<file path="config.mk">
export PLATFORM = sky130hd
export DESIGN_NAME = put_text
export DESIGN_NICKNAME = d
export VERILOG_FILES = /design/src/rtl/put_text_pkg.sv /design/src/rtl/put_text.sv
export SDC_FILE = /design/constraint.sdc
export NUM_CORES = 1
export LEC_CHECK = 0
export ABC_AREA = 1
export CAP_MARGIN = 10
export CORE_MARGIN = 4
export CORE_UTILIZATION = 47
export CTS_BUF_LIST = sky130_fd_sc_hd__clkbuf_4 sky130_fd_sc_hd__clkbuf_8
export CTS_CLUSTER_SIZE = 16
export DETAILED_ROUTE_END_ITERATION = 7
export HOLD_SLACK_MARGIN = 0.03
export PLACE_DENSITY = 0.81
export SYNTH_ARGS = -nofsm -noshare
export SYNTH_HDL_FRONTEND = slang
export SYNTH_SLANG_ARGS = --single-unit
export TNS_END_PERCENT = 50
</file>
<file path="constraint.sdc">
create_clock -name clk -period 1.44 [get_ports clk]
set_input_delay 0.432 -clock clk [delete_from_list [all_inputs] [get_ports clk]]
set_output_delay 0.432 -clock clk [all_outputs]
set_load 0.1 [all_outputs]
</file>
<file path="src/rtl/put_text_pkg.sv">
// Shared text-memory definitions: default geometry, end-of-text byte, and the
// capture state encoding used by the text writer.
package text_pkg;

  localparam int TEXT_DATA_W      = 8;
  localparam int TEXT_ADDR_W      = 8;
  localparam int TEXT_END_ADDRESS = 255;

  localparam logic [7:0] EOT_CHAR = 8'h04;

  typedef enum logic [1:0] {
    IDLE    = 2'd0,
    CAPTURE = 2'd1,
    DONE    = 2'd2
  } state_t;

endpackage

</file>
<file path="src/rtl/put_text.sv">
// Text writer: captures a valid/ready byte stream into the text RAM write port
// at sequential addresses. Optional PUT_TEXT_EOT_EN ends capture on EOT_CHAR.
module put_text
  import text_pkg::*;
#(
  parameter int END_ADDRESS = TEXT_END_ADDRESS,
  parameter int ADDR_W      = TEXT_ADDR_W,
  parameter int DATA_W      = TEXT_DATA_W
) (
  input  logic              clk,
  input  logic              reset,
  input  logic              start,
  input  logic              stop,
  input  logic [DATA_W-1:0] in_data,
  input  logic              in_valid,
  output logic              in_ready,
  output logic [ADDR_W-1:0] mem_address,
  output logic [DATA_W-1:0] mem_data,
  output logic              mem_wren,
  output logic [ADDR_W:0]   byte_count,
  output logic              busy,
  output logic              done,
  output logic              full
);

  localparam logic [ADDR_W-1:0] END_PTR = ADDR_W'(END_ADDRESS);
  localparam logic [ADDR_W:0]   CNT_MAX = (ADDR_W + 1)'(END_ADDRESS + 1);

  state_t            state;
  logic [ADDR_W-1:0] wr_ptr;
  logic              accept;
  logic              eot_hit;

  // byte_count never exceeds the number of writable addresses
  function automatic logic [ADDR_W:0] sat_inc(input logic [ADDR_W:0] c);
    if (c >= CNT_MAX) return CNT_MAX;
    return c + 1'b1;
  endfunction

  assign in_ready = (state == CAPTURE) && !start && !stop;
  assign accept   = in_valid && in_ready;
  assign busy     = (state == CAPTURE);
  assign done     = (state == DONE);

`ifdef PUT_TEXT_EOT_EN
  assign eot_hit = (in_data == DATA_W'(EOT_CHAR));
`else
  assign eot_hit = 1'b0;
`endif

  // Write stage: the accepted beat reaches the RAM port one clock later
  always_ff @(posedge clk or posedge reset) begin
    if (reset) begin
      mem_wren    <= 1'b0;
      mem_address <= '0;
      mem_data    <= '0;
    end else begin
      mem_wren <= accept;
      if (accept) begin
        mem_address <= wr_ptr;
        mem_data    <= in_data;
      end
    end
  end

  always_ff @(posedge clk or posedge reset) begin
    if (reset) begin
      state      <= IDLE;
      wr_ptr     <= '0;
      byte_count <= '0;
      full       <= 1'b0;
    end else begin
      case (state)
        IDLE: begin
          if (start) begin
            state      <= CAPTURE;
            wr_ptr     <= '0;
            byte_count <= '0;
            full       <= 1'b0;
          end
        end
        CAPTURE: begin
          if (start) begin
            wr_ptr     <= '0;
            byte_count <= '0;
            full       <= 1'b0;
          end else if (stop) begin
            state <= DONE;
          end else if (accept) begin
            byte_count <= sat_inc(byte_count);
            // pointer parks on the last address instead of wrapping
            if (wr_ptr == END_PTR) begin
              state <= DONE;
              full  <= 1'b1;
            end else begin
              wr_ptr <= wr_ptr + 1'b1;
              if (eot_hit) state <= DONE;
            end
          end
        end
        DONE: begin
          if (start) begin
            state      <= CAPTURE;
            wr_ptr     <= '0;
            byte_count <= '0;
            full       <= 1'b0;
          end
        end
        default: state <= IDLE;
      endcase
    end
  end

endmodule

</file>
## Yosys cells after proc, flatten, opt, wreduce, memory -nomap -nowiden

Cells that the tools add are included.
Widths: inputs -> output; s select.

- $add $sub $neg: 2
- Order comparisons: 1
- Equality and inequality tests: 11
- Muxes and demuxes: 30
- Reductions and logical operators: 12

Operator list:

| cell | count |
|---|---|
| $mux 9 | 6 |
| $mux 8 | 5 |
| $pmux 9 s2 | 1 |
| $pmux 8 s2 | 1 |
| $ne 3x2->1 const B | 4 |
| $mux 1 | 10 |
| $mux 2 | 5 |
| $reduce_and 5->1 | 2 |
| $add 9x1->9 const B | 1 |
| $ge 9x9->1 const B | 1 |
| $add 8x1->8 const B | 1 |
| $eq 8x8->1 const B | 1 |
| $reduce_and 4->1 | 2 |
| $ne 3x3->1 const B | 2 |
| $pmux 2 s2 | 1 |
| $logic_and 1x1->1 | 3 |
| $eq 2x1->1 const B | 1 |
| $eq 2x2->1 const B | 1 |
| $logic_not 1->1 | 2 |
| $logic_not 2->1 | 1 |
| $ne 2x1->1 const B | 1 |
| $ne 2x2->1 const B | 1 |
| $pmux 1 s2 | 1 |
| $reduce_bool 2->1 | 1 |
| $reduce_or 2->1 | 1 |

- Bits in registers: 37
- Output and inout port bits: 30
- Word-level logic and storage cells: 63

## Depth between registers and ports, before layout

- Word-level depth: 13
- Gate-level depth with buffers: 10

## Worst setup path after synthesis

Ideal clock, no wire load.

- Path type: reg2out
- Start point: reg state[0]
- End point: out in_ready
- Arrival time: 2.072 ns
- Path slack: -1.064 ns
- Stages on the path, launching flop included: 6
- Buffers on the path: 1
- Cell sequence: dfrtp_1 inv_2 buf_4 nor2_2 nand2_1 nor2_1

- Word-level cells in the longest chain between the ends: 3

RTL lines:

| what | RTL line | RTL |
|---|---|---|
| start, declared | put_text.sv:29 | `state_t state;` |
| start signal, assigned | put_text.sv:68 | `state <= IDLE;` |
| start signal, assigned | put_text.sv:76 | `state <= CAPTURE;` |
| start signal, assigned | put_text.sv:88 | `state <= DONE;` |
| $eq 2x1->1 | put_text.sv:40 | `assign in_ready = (state == CAPTURE) && !start && !stop;` |
| $logic_and 1x1->1 (2 in series) | put_text.sv:40 |  |
| end, declared | put_text.sv:16 | `output logic in_ready,` |

Every way passes these cells.

## Final worst setup path

Ends and elaborated chain as after synthesis.

==> reports/metrics.csv <==
stage,metric,value,unit
outcome,status,"complete, but fails checks",
outcome,failing checks,setup timing,
layout,Layout fillers,211,
worst_setup_path,CP Launch Type,register,
global_route,antenna violations before repair,0,
logic_synthesis,post-synth top area share,0.467,
global_route,first-pass GRT wire length,8700,microns
worst_setup_path,Critical Path Fanout Max,4,
clocking,cts bufs inserted,5,
flow_run,Max-cap violations,0,
global_route,met3 usage,0.0510,
sta,slew margin rel.,0.801,
placed_design,# placed instances,388,
floorplanning,IO Count,43,
logic_synthesis,distinct cell type count of the synthesized netlist,22,
sta,Final min period,1.74,ns
routing,via count,2214,
layout,P&R area growth vs syn,66.6,%
logic_synthesis,synthesized cell area,1980,sq um
worst_setup_path,CP startpoint,state[0],
clocking,CTS Sinks,37,
worst_setup_path,Crit Path Class,register to output port,
clocking,htree depth,2,
sta,final hold violations,0,
layout,Register Area,933,sq um
global_route,pin count of the biggest net entering global routing,38,
sta,Worst Tran Pin Value,0.299,ns
routing,final wirelength,6240,microns
logic_synthesis,Synth area leader,dfrtp_1,
clocking,CTS tree,built,
pwr,worst vdd ir,0.00120,V
clocking,clock slew at reported path FFs,0.09,ns
logic_synthesis,sequential share of the synthesized area,0.467,
sta,RSZ-0062 raised after global routing,true,
worst_setup_path,"Arr. time, crit path",1.31,ns
global_route,grt met1 use,0.244,
routing,1st-pass router iterations,5,
sta,Slew Limit Fails,0,
floorplanning,Initial Utilization,0.492,
global_route,Tot GR Track Use,0.211,
pwr,Pwr Total,6.88,mW
sta,setup TNS,-3.19,ns
routing,residual DRC count,0,
global_route,GRT overflow,0,
layout,fin cells,405,
worst_hold_path,hold crit path type,input pin to asynchronous set/reset pin,
floorplanning,Die Y,72.9,microns
layout,share of cells above drive strength 1,0.330,
logic_synthesis,syn nets,290,
clocking,CTS Hold Buffers Added,0,
global_route,GR Layer Usage met2,0.373,
placed_design,dpl cell area,2990,sq um
global_route,grt peak-use layer,met2,
floorplanning,Die ar.,5320,sq um
placed_design,dpl ws,-0.597,ns
sta,final number of setup-violating endpoints,39,
floorplanning,Rows,23,
logic_synthesis,Synth area leaders,"dfrtp_1 47%, nand2_1 21%, nand3_1 6.1%",
logic_synthesis,YS warnings,0,
pwr,static leakage,1.62,nW
sta,worst hold slack,0.466,ns
layout,fin area,3300,sq um
sta,period utilisation layout,1.21,
routing,Vias/cell,5.47,
layout,multi-input logic area,1030,sq um
sta,worst setup margin,-0.297,ns
sta,f_max,0.576,GHz
clocking,CTS max path bufs,2,
routing,antenna-violating nets left,0,
worst_setup_path,Setup crit end kind,output port,
routing,Iteration-0 DRC Markers,172,
floorplanning,core box area,4030,sq um
layout,most frequent cells in the layout,"100 x nand2_1, 32 x buf_12, 31 x dfrtp_1, 29 x inv_1, 27 x buf_4",
routing,WL/cell,15.4,microns
layout,number of diodes,0,
layout,"commonest non-fill, non-tap cell in the layout",nand2_1,
worst_setup_path,Critical Path RT,1.01,ns
layout,"Core Util, Final",0.819,
sta,skew final,0.0138,ns
layout,final net count,370,
floorplanning,Die W,72.9,microns
logic_synthesis,Avg Synthesized Cell Area,7.23,sq um
worst_setup_path,reg2reg start,state[0],
logic_synthesis,#FFs+latches synth,37,
placed_design,routability cong.,0.815,
placed_design,IO Port Bufs,42,
clocking,Skew-Pair Late Insertion Delay,0.31,ns
logic_synthesis,Synth Instances,274,
clocking,root buffer cell,clkbuf_8,
global_route,number of global-route vias before repair,1950,
placed_design,post-DP HPWL,3790,microns
pwr,Pwr Density,2080,nW/um^2
==> synth_stat cells <==
| cell type | number |
|---|---|
| inv_2 | 3 |
| inv_1 | 32 |
| nor2_4 | 2 |
| buf_6 | 1 |
| ha_1 | 3 |
| o21bai_1 | 1 |
| buf_4 | 1 |
| buf_2 | 3 |
| o21ai_4 | 1 |
| nor4_1 | 1 |
| nor2_1 | 24 |
| nand4_1 | 4 |
| dfrtp_1 | 37 |
| nor2_2 | 3 |
| nand2_1 | 111 |
| o21ai_1 | 3 |
| nand3b_1 | 1 |
| nor3_1 | 2 |
| nand2_4 | 1 |
| o21ai_0 | 12 |
| nand3_1 | 24 |
| nand2_2 | 4 |
==> flip-flops by register name, indices dropped and copies added (netlist names) <==
register and flops:
byte_count 9, full 1, mem_address 8, mem_data 8
mem_wren 1, state 2, wr_ptr 8
==> cells by family (layout without fill, tap and decap cells) <==
group,Yosys count,count (layout),synth area share
AOI/OAI and AO/OA,17,17,0.0499
adders and majority gates,3,3,0.0190
buffers and inverters,40,121,0.0834
and+or+nand+nor,177,177,0.380
DFF,37,37,0.467
==> report_power, final <==
| part | switching, mW | leakage [nW] | internal [mW] | total [mW] |
|---|---|---|---|---|
| Combinational | 2.84 | 1.09 | 1.75 | 4.58 |
| Clock | 0.398 | 0.0439 | 0.334 | 0.732 |
| Sequential | 0.291 | 0.489 | 1.27 | 1.56 |
==> repair_timing <==
item / 4_1_cts / 5_1_grt
setup endpoints to repair: 41 / 33
buffers inserted: 3 / 7
gates resized for setup: 15 / 36
pin swaps: 6 / 17
==> cell type report <==
cell class / instances / share of cell area
Timing Repair Buffer: 78 / 0.318
Clock inverter: 3 / 0.00531
Inverter: 35 / 0.0436
Multi-Input combinational cell: 197 / 0.311
Sequential cell: 37 / 0.283
Tap cell: 50 / 0.0190
Clock buffer: 5 / 0.0208
==> critical path: stages (launching register included) <==
cell and delay, ns:
dfrtp_2 0.45, inv_4 0.07, nor2_4 0.11, nand2_2 0.08, nor2_4 0.10, buf_12 0.18
==> worst paths after layout <==
kind / to / slack, ns / cells after the start
min: full / 0.47 / 3
max in group asynchronous: byte_count[0] / 0.77 / 3
max reg2reg: byte_count[0] / -0.17 / 10
max: in_ready / -0.30 / 5
min in group clk: mem_data[3] / 0.55 / 2
min reg2reg: mem_data[3] / 0.55 / 2
==> metal layers <==
layer | part of all wire | routed length, microns | vias to the layer above
met4 | 0.039 | 246 | 0
met3 | 0.065 | 405 | 37
li1 | - | - | 1007
met5 | 0 | 0 | -
met1 | 0.38 | 2390 | 1041
met2 | 0.51 | 3190 | 129
No activity file was read; power rests on OpenSTA's default activity.
